[config.mk]
export PLATFORM = sky130hd
export DESIGN_NAME = au_multiword_sequencer
export DESIGN_NICKNAME = d
export VERILOG_FILES = /design/src/rtl/au_multiword_sequencer.sv
export SDC_FILE = /design/constraint.sdc
export NUM_CORES = 1
export LEC_CHECK = 0
export CAP_MARGIN = 10
export CELL_PAD_IN_SITES_DETAIL_PLACEMENT = 0
export CELL_PAD_IN_SITES_GLOBAL_PLACEMENT = 1
export CORE_AREA = 8 8 100 102
export CTS_BUF_LIST = sky130_fd_sc_hd__clkbuf_4 sky130_fd_sc_hd__clkbuf_8
export CTS_CLUSTER_SIZE = 16
export DETAILED_ROUTE_END_ITERATION = 16
export DIE_AREA = 0 0 108 110
export GPL_ROUTABILITY_DRIVEN = 1
export PLACE_DENSITY = 0.56
export RECOVER_POWER = 50
export SLEW_MARGIN = 5
export SYNTH_ARGS = -nofsm -noshare
export SYNTH_HDL_FRONTEND = slang
export SYNTH_SLANG_ARGS = --single-unit
[constraint.sdc]
create_clock -name clk -period 1.8 [get_ports clk]
set_clock_uncertainty 0.2 [all_clocks]
set_input_delay 0.45 -clock clk [delete_from_list [all_inputs] [get_ports clk]]
set_output_delay 0.45 -clock clk [all_outputs]
set_load 0.02 [all_outputs]
[src/rtl/au_multiword_sequencer.sv]
// -----------------------------------------------------------------------------
// au_multiword_sequencer
//
// Wraps a W-bit combinational ripple-carry arithmetic unit so that it can
// compute ADD, SUB, ADC and SBC on W*N_WORDS-bit operands.
//
// One operand pair is accepted per transaction. The operands are then fed to
// the arithmetic unit one W-bit word per clock, least-significant word first.
// The carry between words is chained through a register. The full-width result
// and its flags are then held for downstream until it accepts them.
//
// Ports
//   clk, rst_n            clock, asynchronous active-low reset
//   in_valid / in_ready   operand handshake (accepted when both are high)
//   op                    00 ADD, 01 SUB, 10 ADC, 11 SBC
//   cin                   carry input, used by ADC/SBC only
//   x, y                  TW-bit operands A and B
//   au_a, au_b, au_cin    word, (possibly inverted) word and carry driven to
//                         the arithmetic unit; all 0 outside RUN
//   au_soma, au_cout      same-cycle sum and carry from the arithmetic unit
//   out_valid / out_ready result handshake
//   result                registered TW-bit sum or difference
//   carry_out             final carry; for SUB/SBC, 1 = no borrow
//   overflow              signed two's-complement overflow
//   zero                  result == 0
// -----------------------------------------------------------------------------
module au_multiword_sequencer #(
  parameter int W       = 6,
  parameter int N_WORDS = 2,
  parameter int TW      = W * N_WORDS
) (
  input  logic          clk,
  input  logic          rst_n,
  input  logic          in_valid,
  output logic          in_ready,
  input  logic [1:0]    op,
  input  logic          cin,
  input  logic [TW-1:0] x,
  input  logic [TW-1:0] y,
  output logic [W-1:0]  au_a,
  output logic [W-1:0]  au_b,
  output logic          au_cin,
  input  logic [W-1:0]  au_soma,
  input  logic          au_cout,
  output logic          out_valid,
  input  logic          out_ready,
  output logic [TW-1:0] result,
  output logic          carry_out,
  output logic          overflow,
  output logic          zero
);

  localparam int IW = (N_WORDS > 1) ? $clog2(N_WORDS) : 1;

  typedef enum logic [1:0] {
    IDLE = 2'd0,
    RUN  = 2'd1,
    DONE = 2'd2
  } state_t;

  state_t          r_state;
  state_t          w_state_next;
  logic [IW-1:0]   r_idx;
  logic [TW-1:0]   r_x;
  logic [TW-1:0]   r_y;
  logic [1:0]      r_op;
  logic            r_cin;
  logic            r_carry;
  logic [TW-1:0]   r_result;
  logic            r_carry_out;
  logic            r_overflow;
  logic            r_zero;

  logic            w_accept;
  logic            w_release;
  logic            w_last;
  logic            w_invert;
  logic [W-1:0]    w_x_word;
  logic [W-1:0]    w_y_word;
  logic [W-1:0]    w_b_eff;
  logic            w_cin_eff;
  logic [TW-1:0]   w_result_next;

  assign w_accept  = (r_state == IDLE) && in_valid;
  assign w_release = (r_state == DONE) && out_ready;
  assign w_last    = (r_idx == IW'(N_WORDS - 1));

  // SUB (01) and SBC (11) both subtract: B is inverted whenever op[0] is set.
  assign w_invert  = r_op[0];

  // Select the current word of each latched operand. The result copy with the
  // current word replaced lets the zero flag see the complete new value.
  // NOTE: every signal assigned in always_comb gets a default first, so no
  // path leaves it unassigned and no latch is inferred.
  always_comb begin
    w_x_word      = '0;
    w_y_word      = '0;
    w_result_next = r_result;
    for (int k = 0; k < N_WORDS; k++) begin
      if (r_idx == IW'(k)) begin
        w_x_word                = r_x[k*W +: W];
        w_y_word                = r_y[k*W +: W];
        w_result_next[k*W +: W] = au_soma;
      end
    end
  end

  assign w_b_eff = w_invert ? ~w_y_word : w_y_word;

  // Word 0 carry: ADD=0, SUB=1, ADC/SBC=latched cin. Later words: chained carry.
  always_comb begin
    w_cin_eff = r_carry;
    if (r_idx == '0) begin
      w_cin_eff = r_op[1] ? r_cin : r_op[0];
    end
  end

  // Next-state logic and arithmetic-unit drive.
  always_comb begin
    w_state_next = r_state;
    au_a         = '0;
    au_b         = '0;
    au_cin       = 1'b0;
    unique case (r_state)
      IDLE: begin
        if (w_accept) w_state_next = RUN;
      end
      RUN: begin
        au_a   = w_x_word;
        au_b   = w_b_eff;
        au_cin = w_cin_eff;
        if (w_last) w_state_next = DONE;
      end
      DONE: begin
        if (w_release) w_state_next = IDLE;
      end
      default: w_state_next = IDLE;
    endcase
  end

  // NOTE: sequential state uses non-blocking assignments only, so every
  // register samples pre-edge values regardless of statement order.
  always_ff @(posedge clk or negedge rst_n) begin
    if (!rst_n) begin
      r_state <= IDLE;
    end else begin
      r_state <= w_state_next;
    end
  end

  // NOTE: the operand latches and result are reset along with the control
  // state. This ensures that an aborted transaction never leaves stale
  // values visible on result.
  always_ff @(posedge clk or negedge rst_n) begin
    if (!rst_n) begin
      r_idx       <= '0;
      r_x         <= '0;
      r_y         <= '0;
      r_op        <= 2'b00;
      r_cin       <= 1'b0;
      r_carry     <= 1'b0;
      r_result    <= '0;
      r_carry_out <= 1'b0;
      r_overflow  <= 1'b0;
      r_zero      <= 1'b0;
    end else begin
      if (w_accept) begin
        r_x   <= x;
        r_y   <= y;
        r_op  <= op;
        r_cin <= cin;
        r_idx <= '0;
      end
      if (r_state == RUN) begin
        r_result <= w_result_next;
        r_carry  <= au_cout;
        r_idx    <= r_idx + IW'(1);
        if (w_last) begin
          r_carry_out <= au_cout;
          r_overflow  <= (au_a[W-1] == au_b[W-1]) && (au_soma[W-1] != au_a[W-1]);
          r_zero      <= (w_result_next == '0);
        end
      end
    end
  end

  assign in_ready  = (r_state == IDLE);
  assign out_valid = (r_state == DONE);
  assign result    = r_result;
  assign carry_out = r_carry_out;
  assign overflow  = r_overflow;
  assign zero      = r_zero;

endmodule

==> impl_metrics.toml, run 1 <==
[cts]
cts_buffers = 5
cts_max_level = 2
clockBufferDepth = 2
cts_root_buf = "clkbuf_8"
cts_tree = "built"
clk_pin_slew_worst_paths_ps = 90
insertion_delay_ps = 300
clkSinkCount = 46

[power]
irDropWorstVdd_uv = 659
p_switching_w = 0.00244
p_leak_nw = 1.57
sw_frac_of_total = 0.374
clkPwrFrac = 0.094
seq_power_share = 0.292
internal_power_w = 0.00408
total_power_w = 0.00653
p_per_area_nw_per_um2 = 1930
combPwrFrac = 0.614

[routing]
viasPerCell = 4.21
drc_errors = 0
wirelength_um = 6010
num_vias = 1554
ant_nets = 0
drt-initial-drc-count = 14
drt-wirelength-per-cell_um = 16.3
drt_pass1_iterations = 3

[yosys]
ys_warn_count = 0
synth-seq-cells = 46
syn_area_per_cell_um2 = 12.5
yosysUniqueCellTypes = 27
synth_area_um2 = 2040
synth_seq_area_share = 0.563
syn_nets = 202
synth_cells = 164

[floorplan]
io_pins = 68
die_w_um = 108
start_util = 0.242
fp.dieArea_um2 = 11900
die_h_um = 110
core_um2 = 8470
rows = 34

[layout]
drive_gt1_frac = 0.410
antenna_cells = 0
fin_area_um2 = 3380
syn_to_final_growth_pct = 65.4
layout_common_cells = "dfrtp_1 (44), clkdlybuf4s50_1 (36), nand2_1 (28)"
final_common_cell = "dfrtp_1"
fin_nets = 299

[setup_path]
crit_top_cell = "buf_4"
crit_arrival_ps = 1500
cp_cell_sequence = "buf_4, buf_4, and2_4, a22o_1, buf_6"
crit_path_start_kind = "flop"
slowest_stage = "dfrtp_2"
required_ps = 1150
cpPeakStageDelay_ps = 430
crit_type = "flop to primary output"
critPathTopFamily = "flip-flops"
setup.worst_path.end_class = "primary output"
path_max_fanout = 6
critPathBufInv = 3

[sta]
drv_slew = 0
final_hold_viol_count = 0
timing.final.ws_setup_ps = -354
max_slew_margin = 0.568
rsz0062_at_grt = "true"
setup_viol = 14
max_freq_mhz = 464
fin_crit_ps = 2150
post-route-period-util = 1.20
worst_slew_pin_slew_ps = 648

[outcome]
outcome = "finished with violations"
violations = "negative setup slack"

[global_route]
grt_max_degree = 26
antenna_found_initial = 0
first_global_vias = 1802
grt_pass1_wl_um = 9470
grt_usage = 0.104
grt-ovfl-total = 0

[hold_path]
hp-class = "flop to flop"

[placement]
placement.io_buffers = 67
hpwlAfterDp_um = 4150
routabilityCongestion = 0.743
placed_cell_area_um2 = 3020

[run]
max-cap-violations = 0
## sequential cells by signal, indices dropped and copies added (netlist names)
register,flops
r_idx,1
r_y,12
r_op,2
overflow,1
r_x,12
r_state,2
result,12
r_cin,1
r_carry,1
zero,1
carry_out,1
## cells by family after synthesis
family / after synthesis / share of synthesized area
buf+inv: 10 / 0.0288
xor+xnor: 6 / 0.0257
mux: 41 / 0.236
compound gates: 10 / 0.0361
flops: 46 / 0.563
simple gates: 51 / 0.111
## tightest hold or removal path: cells and delay by family, from the launching register on
family / cells / cell delay (ps)
and+or+nand+nor: 2 / 100
DFF: 1 / 340
## through the flow
stage | setup TNS [ps] | instances | utilization | setup WS [ps] | hold slack, ps
finish | -3840 | 369 | 0.399 | -354 | 272
global route | -4870 | 369 | 0.399 | -409 | 296
CTS | -5560 | 370 | 0.396 | -374 | 282
detailed placement | -10760 | 355 | 0.356 | -469 | 262
global placement | -11300 | 355 | 0.356 | -473 | 260
floorplan | -352 | 164 | - | -33.1 | -45.6
## cells in the mapped netlist, drive strengths merged
master | instances | area, µm²
a21oi | 1 | 5.00
a22o | 5 | 43.8
and2 | 2 | 12.5
buf | 7 | 47.5
clkbuf | 2 | 7.51
dfrtp | 46 | 1150
inv | 1 | 3.75
mux2 | 33 | 402
mux2i | 8 | 80.1
nand2 | 28 | 105
nand2b | 2 | 12.5
nand3 | 1 | 5.00
nand3b | 1 | 7.51
nand4b | 1 | 8.76
nor2 | 11 | 43.8
nor2b | 1 | 6.26
nor4 | 3 | 18.8
o211ai | 1 | 7.51
o21ai | 2 | 10.0
o21bai | 1 | 7.51
or2 | 1 | 6.26
xor2 | 6 | 52.6
## what timing repair did
item	in CTS	in global routing
gates resized for setup	141	14
endpoints found under the hold margin	46	0
endpoints found under the setup margin	57	42
buffers inserted	5	2
hold buffers	1	0
cloned	2	1
pin swaps	16	10
## final timing paths
path                            start   endpoint  slack, ps  cells after the start
setup / recovery                r_idx    au_a[1]       -350                      5
hold / removal              result[6]  result[6]        270                      2
setup reg to reg           r_state[0]    r_y[11]         30                      6
hold reg to reg             result[6]  result[6]        270                      2
max in group asynchronous       rst_n      r_idx        330                      3
min in group asynchronous       rst_n    r_y[11]        580                      3
## layer usage
metal,global-route usage,up-vias,share of wire
li1,-,754,-
met4,0.0357,0,0.013
met1,0.126,761,0.45
met3,0.0262,5,0.041
met2,0.176,34,0.50
met5,0,-,0
## power groups by stage
stage	clock network, W	logic (W)	registers, W
finish	0.000616	0.00401	0.00190
global route	0.000690	0.00429	0.00197
CTS	0.000642	0.00398	0.00189
global placement	0	0.00329	0.00188
floorplan	0	0.00168	0.00198
detailed placement	0	0.00331	0.00188
## cell type report
type                    instances  area [µm²]
inverters                       1        3.75
fillers                       824        5080
repair buffers                 99        1020
flip-flops and latches         46        1150
clock buffers                   5        68.8
multi-input cells             108         987
well taps                     108         135
clock inverters                 2        10.0
Power figures use the tool's default switching activity.
==> inputs of run 2 (changes only) <==
Settings changed: CTS_CLUSTER_SIZE 16 to unset, MAX_ROUTING_LAYER set to met4.
Clock period 1.8 ns to 2.3 ns, I/O delays scaled along.
==> run 2 against run 1 <==
The flow now finishes without violations. Critical endpoint is now au_a[4]. Worst setup slack improved by 390 ps. Clock-buffer cell count up 2. Cell area fell by 7.6%. Power down 28%. Non-clock buffer count shrank 9. Critical path type unchanged. Via count fell by 3.6%. Critical path depth unchanged.
==> impl_metrics.toml, run 2 (same netlist as run 1, synthesis figures left out) <==
[run]
max-cap-violations = 0

[placement]
hpwlAfterDp_um = 4140
placement.io_buffers = 67
routabilityCongestion = 0.711
placed_cells = 347

[sta]
max_slew_margin = 0.243
drv_slew = 0
hold_ws_ps = 271
post-route-period-util = 0.986
final_hold_viol_count = 0
max_freq_mhz = 441
setup_viol = 0
fin_setup_tns_ps = 0
fin_crit_ps = 2270
worst_slew_pin_slew_ps = 1140
rsz0062_at_grt = "true"

[floorplan]
core_um2 = 8470
start_util = 0.242
die_h_um = 110
rows = 34
fp.dieArea_um2 = 11900
io_pins = 68
die_w_um = 108

[outcome]
outcome = "finished, final reports clean"

[routing]
drc_errors = 0
drt-initial-drc-count = 46
drt_pass1_iterations = 4
viasPerCell = 4.15
num_vias = 1498
drt-wirelength-per-cell_um = 15.1
ant_nets = 0
wirelength_um = 5460

[layout]
drive_gt1_frac = 0.257
fin_nets = 290
final_common_cell = "clkdlybuf4s50_1"
antenna_cells = 0
layout_common_cells = "clkdlybuf4s50_1 (51), dfrtp_1 (45), nand2_1 (28)"
final_cells = 361
syn_to_final_growth_pct = 52.8

[setup_path]
r2r_slack_ps = 460
required_ps = 1520
cp_cell_sequence = "nor2b_4, and2_4, buf_4, a22o_1, buf_6"
setup.worst_path.end_class = "primary output"
crit_type = "flop to primary output"
path_max_fanout = 3
crit_arrival_ps = 1490
slowest_stage = "dfrtp_2"
cpPeakStageDelay_ps = 440
crit_path_start_kind = "flop"

[cts]
insertion_delay_ps = 290
cts_tree = "built"
clk_pin_slew_worst_paths_ps = 80
clockBufferDepth = 2
cts_buffers = 5
cts_max_level = 2
cts_hold_buf = 0
cts_root_buf = "clkbuf_8"
clkSinkCount = 46

[global_route]
grt-ovfl-total = 0
grt_usage = 0.0976
grt_max_degree = 28
grt_pass1_wl_um = 8710
first_global_vias = 1729
antenna_found_initial = 0

[power]
p_per_area_nw_per_um2 = 1500
total_power_w = 0.00469
p_leak_nw = 1.40
irDropWorstVdd_uv = 558

[hold_path]
hp-class = "primary input to async pin"
[run 2: changes by cell type in the layout (fill, tap and decap cells not counted), sizes merged]
cell / delta
clkdlybuf4s50: +15
dlygate4sd2: -13
bufbuf: -1
clkinv: -2
dlygate4sd3: -1
bufinv: +1
buf: -7
[run 2: through the flow]
| stage | setup slack (ps) | utilization | area, µm² |
|---|---|---|---|
| 2_1_floorplan | 315 | - | 2040 |
| 3_3_place_gp | -94.6 | 0.349 | 2960 |
| 3_5_place_dp | -106 | 0.349 | 2960 |
| 4_1_cts | 6.19 | 0.362 | 3070 |
| 5_1_grt | -31.9 | 0.369 | 3120 |
| 6_report | 32.7 | 0.369 | 3120 |
[run 2: cell type report]
type,instances,area [µm²]
multi-input combinational,108,865
timing repair buffer,90,855
inverter,1,3.75
fill,826,5340
sequential,46,1150
tap,108,135
clock buffer,7,83.8
clock inverter,1,30.0
[run 2: timing repair]
action,CTS,global route
setup endpoints to repair,15,11
resized for setup,61,17
buffers inserted,5,1
pin swaps,1,6
[run 2: power breakdown]
part | total, W | switching (W) | leakage (nW) | internal [W]
clock network | 0.000620 | 0.000270 | 0.0593 | 0.000349
registers | 0.00149 | 0.000273 | 0.549 | 0.00122
logic | 0.00258 | 0.00118 | 0.794 | 0.00140
total | 0.00469 | 0.00173 | 1.40 | 0.00297
[run 2: critical path, delay by kind of cell, from the launching register on]
kind,cells,cell delay (ps)
buffers and inverters,2,270
flip-flops,1,440
AO/OA/AOI/OAI,1,200
AND/OR/NAND/NOR,2,290
[run 2: final timing paths]
| kind | startpoint | end | cells past startpoint |
|---|---|---|---|
| max in group asynchronous | rst_n | r_state[0] | 2 |
| setup reg to reg | r_idx | overflow | 9 |
| setup / recovery | r_state[0] | au_a[4] | 5 |
| hold / removal | rst_n | r_y[3] | 1 |
| min in group clk | result[8] | result[8] | 2 |
| hold reg to reg | result[8] | result[8] | 2 |
[run 2: per-layer routing]
| layer | up-vias | global-route usage | share of wire | wire length, µm |
|---|---|---|---|---|
| li1 | 735 | - | - | - |
| met1 | 719 | 0.115 | 0.46 | 2500 |
| met2 | 37 | 0.159 | 0.49 | 2680 |
| met3 | 7 | 0.0192 | 0.035 | 191 |
| met4 | 0 | 0.0416 | 0.015 | 84 |
| met5 | - | - | 0 | 0 |
